--- src/rtl/uart_pkg.sv ---
// uart_pkg: divisor table, baud select decode and TX state encoding
// shared by the UART transmit and receive paths.
package uart_pkg;

    localparam int unsigned DIV_W = 13;

    localparam logic [DIV_W-1:0] BPS_115200 = 13'd434;
    localparam logic [DIV_W-1:0] BPS_57600  = 13'd868;
    localparam logic [DIV_W-1:0] BPS_38400  = 13'd1302;
    localparam logic [DIV_W-1:0] BPS_19200  = 13'd2604;
    localparam logic [DIV_W-1:0] BPS_9600   = 13'd5208;

    typedef enum logic [1:0] {
        IDLE  = 2'd0,
        START = 2'd1,
        DATA  = 2'd2,
        STOP  = 2'd3
    } tx_state_t;

    // Unused select codes fall back to the fastest rate.
    function automatic logic [DIV_W-1:0] baud_div(input logic [2:0] sel);
        logic [DIV_W-1:0] d;
        case (sel)
            3'd1:    d = BPS_57600;
            3'd2:    d = BPS_38400;
            3'd3:    d = BPS_19200;
            3'd4:    d = BPS_9600;
            default: d = BPS_115200;
        endcase
        return d;
    endfunction

endpackage

--- src/rtl/uart_baud_gen.sv ---
// uart_baud_gen: bit-period counter, 0..div-1, tick in the last
// cycle of each bit period.
module uart_baud_gen
    import uart_pkg::*;
(
    input  logic             clk,
    input  logic             rst_n,
    input  logic             clr,
    input  logic [DIV_W-1:0] div,
    output logic             tick
);

    logic [DIV_W-1:0] cnt;

    assign tick = (cnt == (div - 13'd1));

    always_ff @(posedge clk) begin
        if (!rst_n || clr) begin
            cnt <= '0;
        end else if (tick) begin
            cnt <= '0;
        end else begin
            cnt <= cnt + 13'd1;
        end
    end

endmodule

--- src/rtl/uart_tx.sv ---
// uart_tx: 8N1 serial transmitter, LSB first, idle-high line, with a
// one-entry holding register so frames can run back to back.
module uart_tx
    import uart_pkg::*;
(
    input  logic       clk,
    input  logic       rst_n,
    input  logic [2:0] baud_set,
    input  logic [7:0] tx_din,
    input  logic       tx_vld,
    output logic       tx_rdy,
    output logic       dout,
    output logic       tx_busy,
    output logic       tx_done
);

    tx_state_t        state;
    logic [7:0]       hold;
    logic [7:0]       shifter;
    logic             hold_full;
    logic [2:0]       bit_cnt;
    logic [DIV_W-1:0] div;
    logic             tick;
    logic             accept;
    logic             load;
    logic             cnt_clr;

    assign accept  = tx_vld && tx_rdy;
    assign cnt_clr = (state == IDLE);
    assign tx_done = (state == STOP) && tick;

    // A frame loads from idle, or straight out of a finished stop bit.
    assign load = hold_full &&
                  ((state == IDLE) || ((state == STOP) && tick));

    uart_baud_gen u_baud (
        .clk   (clk),
        .rst_n (rst_n),
        .clr   (cnt_clr),
        .div   (div),
        .tick  (tick)
    );

    always_ff @(posedge clk) begin
        if (!rst_n) begin
            state     <= IDLE;
            dout      <= 1'b1;
            tx_busy   <= 1'b0;
            tx_rdy    <= 1'b0;
            hold_full <= 1'b0;
            hold      <= '0;
            shifter   <= '0;
            bit_cnt   <= '0;
            div       <= BPS_115200;
        end else begin
            unique case (1'b1)
                accept: begin
                    hold      <= tx_din;
                    hold_full <= 1'b1;
                    tx_rdy    <= 1'b0;
                end
                load: begin
                    hold_full <= 1'b0;
                    tx_rdy    <= 1'b1;
                end
                default: tx_rdy <= ~hold_full;
            endcase

            if (load) begin
                state   <= START;
                dout    <= 1'b0;
                tx_busy <= 1'b1;
                shifter <= hold;
                bit_cnt <= '0;
                div     <= baud_div(baud_set);
            end else begin
                unique case (state)
                    IDLE: begin
                        dout    <= 1'b1;
                        tx_busy <= 1'b0;
                    end
                    START: begin
                        if (tick) begin
                            state   <= DATA;
                            dout    <= shifter[0];
                            bit_cnt <= '0;
                        end
                    end
                    DATA: begin
                        if (tick) begin
                            if (bit_cnt == 3'd7) begin
                                state <= STOP;
                                dout  <= 1'b1;
                            end else begin
                                bit_cnt <= bit_cnt + 3'd1;
                                shifter <= shifter >> 1;
                                dout    <= shifter[1];
                            end
                        end
                    end
                    STOP: begin
                        if (tick) begin
                            state   <= IDLE;
                            tx_busy <= 1'b0;
                        end
                    end
                    default: state <= IDLE;
                endcase
            end
        end
    end

endmodule

--- config.mk ---
export PLATFORM = sky130hd
export DESIGN_NAME = uart_tx
export DESIGN_NICKNAME = d
export VERILOG_FILES = /design/src/rtl/uart_pkg.sv /design/src/rtl/uart_baud_gen.sv /design/src/rtl/uart_tx.sv
export SDC_FILE = /design/constraint.sdc
export NUM_CORES = 1
export LEC_CHECK = 0
export ABC_AREA = 1
export ABC_CLOCK_PERIOD_IN_PS = 2100
export CORE_MARGIN = 1.5
export CORE_UTILIZATION = 53
export CTS_BUF_LIST = sky130_fd_sc_hd__clkbuf_8 sky130_fd_sc_hd__clkbuf_16
export DETAILED_ROUTE_END_ITERATION = 10
export PLACE_DENSITY = 0.87
export RECOVER_POWER = 50
export SYNTH_ARGS = -nofsm -noshare
export SYNTH_HDL_FRONTEND = slang
export SYNTH_SLANG_ARGS = --single-unit
--- constraint.sdc ---
create_clock -name clk -period 2.1 [get_ports clk]
set_input_delay 0.63 -clock clk [delete_from_list [all_inputs] [get_ports clk]]
set_output_delay 0.63 -clock clk [all_outputs]
set_load 0.02 [all_outputs]
# Word-level counts from Yosys, hierarchy flattened
# Cells that the tools add are included.
# totals
reg_bits	51
latchBits	0
ram_bits	0
romBits	0
input_bits	14
elab_cells	83
mem_count	0
# op_classes
addsub	3
mul	0
n_div	0
n_lt_le_gt_ge	0
eq_ne	19
n_shift	0
mux	25
bitwise	2
n_reduce_logical	23
# ops
cell	count
$pmux W13 S4	1
$mux W8	4
$add A13 B1 Y13 const B	1
$eq A13 B13 Y1	1
$sub A13 B1 Y13 const B	1
$ne A2 B2 Y1 const B	6
$ne A3 B3 Y1 const B	4
$reduce_and A5 Y1	2
$mux W3	3
$mux W2	4
$reduce_bool A2 Y1	4
$reduce_bool A4 Y1	2
$mux W1	7
$eq A3 B2 Y1 const B	2
$eq A3 B3 Y1 const B	2
$pmux W1 S2	3
$pmux W2 S3	1
$pmux W3 S2	1
$reduce_and A3 Y1	2
$reduce_bool A3 Y1	2
$eq A2 B2 Y1 const B	2
$reduce_and A4 Y1	1
$reduce_or A2 Y1	2
$add A3 B1 Y3 const B	1
other kinds (9)	13

# Logic depth before layout (Yosys ltp)
# logic_depth
ltp_word	7
ltp_mapped	19
ltp_nobuf	18

# Modules after synthesis
# A second synthesis with hierarchy kept.
# hier_totals
hier_cells	386
area_unflattened_um2	2691.3
# by_module_without_submodules
mod	n_inst	cells_each	area_per_inst_um2
uart_tx	1	215	1614.0
uart_baud_gen	1	171	1077.3

# Worst setup path after synthesis
# No wires, ideal clock.
# synth_timing
path_kind	register to output
startpoint	reg div[1]
endpoint	out tx_done
t_arrival_ps	1573
setup_slack_ps	-103
path_stages_with_launch	11
path_cell_list	dfxtp_1 inv_2 ha_1 xnor2_1 nor2_1 nand2_1 nor2_1 nand3_1 nor2_4 nand3_4 inv_1
# synth_via
elab_chain_cells	3
# synth_lines
item	line_no	source
start: declaration	uart_tx.sv:22	logic [DIV_W-1:0] div;
start signal: assignment	uart_tx.sv:75	div <= baud_div(baud_set);
$sub A13 B1 Y13	uart_baud_gen.sv:15	assign tick = (cnt == (div - 13'd1));
$eq A13 B13 Y1	uart_baud_gen.sv:15	
$logic_and A1 B1 Y1	uart_tx.sv:30	assign tx_done = (state == STOP) && tick;
end: declaration	uart_tx.sv:14	output logic tx_done
# Every way passes these cells.

# Worst setup path in the final report
# Same ends and word-level chain as after synthesis.

==> results_dict.tcl <==
set metrics [dict create \
    status "complete, but fails checks" \
    cp-end-kind "output pin" \
    violations "setup timing" \
    cts_tree "yes" \
    clock_latency_ps 330 \
    vias_per_cell 6.05 \
    ir_drop_v 0.000512 \
    synth.distinct_cells 37 \
    final_cell_area_um2 3770 \
    clock_path_buffers 2 \
    dieArea_um2 5580 \
    syn_area_um2 2720 \
    path_clk_slew_ps 110 \
    slew_viol_final 0 \
    drive_gt1_frac 0.256 \
    worst_clock_skew_ps 13.5 \
    drt-initial-drc-count 468 \
    yosys_warnings 0 \
    required_ps 1470 \
    arrival_ps 2190 \
    htree_levels 2 \
    fin_nets 498 \
    antenna_found_initial 0 \
    wl_mm 9.84 \
    setup_viol 43 \
    syn_nets 428 \
    power.density_nw_per_um2 637 \
    worst-setup-path-type "register to output pin" \
    rsz0062_at_grt "yes" \
    synth_cells 405 \
    ys_seq_elements 50 \
    drc 0 \
    wl_per_cell_um 18.1 \
    fillers 266 \
    synth.largest_area_cell "dfxtp_1" \
    grt_max_degree 19 \
    coreArea_um2 4850 \
    pre_cts_ws_ps -601 \
    slew_headroom 0.644 \
    grt_pass1_vias 2856 \
    syn_avg_cell_area_um2 6.73 \
    dpl_cell_area_um2 3300 \
    timing.max_cap.violations 0 \
    grtUsageTotal 0.288 \
    fmax_ghz 0.354 \
    syn_to_final_growth_pct 38.3 \
    cts.sinks 50 \
    cts_root_buf "clkbuf_8" \
    leakage_nw 1.59 \
    first_pass_iters 8 \
    die_y_um 74.7 \
    grt_pass1_wl_mm 12.3 \
    drtAntennaViolNets 0 \
    antenna_cells 0 \
    period_share 1.34 \
    setup_slack_ps -724 \
    instances_no_fill 543 \
    tightestPinTransition_ps 530 \
    multi_input_area_um2 1680 \
    cts_made_buffers 5 \
    start_kind "register" \
    overflow 0 \
    hp-class "register to register" \
    layout_common_cells "84 x nand2_1, 53 x nor2_1, 48 x inv_1, 48 x dfxtp_1, 40 x buf_4" \
    std_cell_rows 25 \
    num_vias 3283 \
    layout_commonest_cell "nand2_1" \
    dp_hpwl_mm 4.72 \
    ys_seq_area_frac 0.367 \
    seq_area_um2 1000 \
    dp.cells 526 \
    synth_top_cell_area_share 0.367 \
    die_w_um 74.7 \
    fin_crit_ps 2820 \
    gp_congestion 0.899 \
    start_util 0.562 \
    hold_viol_final 0 \
    synth_area_leaders "dfxtp_1 37%, nand2_1 13%, nor2_1 8.1%" \
    io_buffers 17 \
    cp_max_fo 4 \
    num_io_pins 18 \
]
cell usage after synthesis (all sizes together):
| cell type | count |
|---|---|
| ha | 9 |
| xor2 | 3 |
| dfxtp | 50 |
| or2 | 2 |
| and2 | 1 |
| nand4 | 4 |
| a21boi | 1 |
| o22ai | 2 |
| nand3b | 2 |
| a21oi | 20 |
| a31oi | 1 |
| o211ai | 3 |
| a211oi | 1 |
| nor2 | 64 |
| nand2 | 97 |
| nor3b | 3 |
| nor3 | 3 |
| clkbuf | 4 |
| o2111ai | 1 |
| nor4 | 1 |
| o21ai | 22 |
| clkinv | 1 |
| buf | 6 |
| nand3 | 44 |
| xnor2 | 5 |
| inv | 55 |
metrics by stage:
step | hold slack, ps | utilization | TNS, ps | power, W
3_5_place_dp | 461 | 0.681 | -4000 | 0.00156
4_1_cts | 476 | 0.728 | -1430 | 0.00223
6_report | 477 | 0.777 | -18250 | 0.00240
3_3_place_gp | 453 | 0.681 | -2450 | 0.00154
5_1_grt | 509 | 0.777 | -19410 | 0.00246
2_1_floorplan | 430 | - | 0 | 0.00137
what timing repair did:
action,in CTS,in global routing
setup buffers,2,4
endpoints found under the setup margin,30,43
pin swaps,11,14
hold buffers,0,0
gates resized for setup,33,50
cloned,2,2
layer usage:
metal	GRT usage	share of wire
met1	0.342	0.37
met2	0.499	0.46
met3	0.0576	0.097
met4	0.137	0.072
met5	0	0
final cells by class:
cell class / instances / share of cell area
tap: 67 / 0.0223
multi-input combinational: 289 / 0.446
timing repair buffer: 73 / 0.183
clock inverter: 3 / 0.00764
sequential: 50 / 0.266
clock buffer: 5 / 0.0183
inverter: 56 / 0.0565
worst paths after layout:
path              slack [ps]  depth (start not counted)               startpoint                       to
setup / recovery        -720                         13      div[1]$_SDFFE_PN1N_                  tx_done
hold / removal           480                          2  bit_cnt[1]$_SDFFE_PP0P_  bit_cnt[1]$_SDFFE_PP0P_
setup reg to reg        -610                         19      div[1]$_SDFFE_PN1N_  shifter[2]$_SDFFE_PN0P_
hold reg to reg          480                          2  bit_cnt[1]$_SDFFE_PP0P_  bit_cnt[1]$_SDFFE_PP0P_
worst max-delay path: stages (launching register included):
cell and delay (ps):
dfxtp_2 340, inv_2 80, ha_4 180, nand3_4 120, inv_2 90, nand2_1 70, nand2_1 120, nand2_1 120
nor2_1 160, nand3_1 150, nor2_4 180, nand3_4 100, inv_4 70, buf_6 100
state kept, by name, indices dropped and copies added (netlist names):
signal / cells
bit_cnt: 3
div: 12
dout: 1
hold: 8
hold_full: 1
shifter: 8
state: 2
tx_busy: 1
tx_rdy: 1
u_baud.cnt: 13
cells by family after synthesis:
logic type | count (synthesis) | synth area share
simple gates | 221 | 0.362
buf+inv | 66 | 0.0992
compound gates | 51 | 0.105
flops | 50 | 0.367
fa+ha+maj | 9 | 0.0413
xor+xnor | 8 | 0.0257
power breakdown:
group	internal (W)	leakage [nW]	total, W	switching, W
registers	0.00100	0.407	0.00106	0.0000601
logic	0.000296	1.14	0.000700	0.000404
clock network	0.000250	0.0506	0.000634	0.000384
total	0.00155	1.59	0.00240	0.000848
No activity file was read; power rests on OpenSTA's default activity.
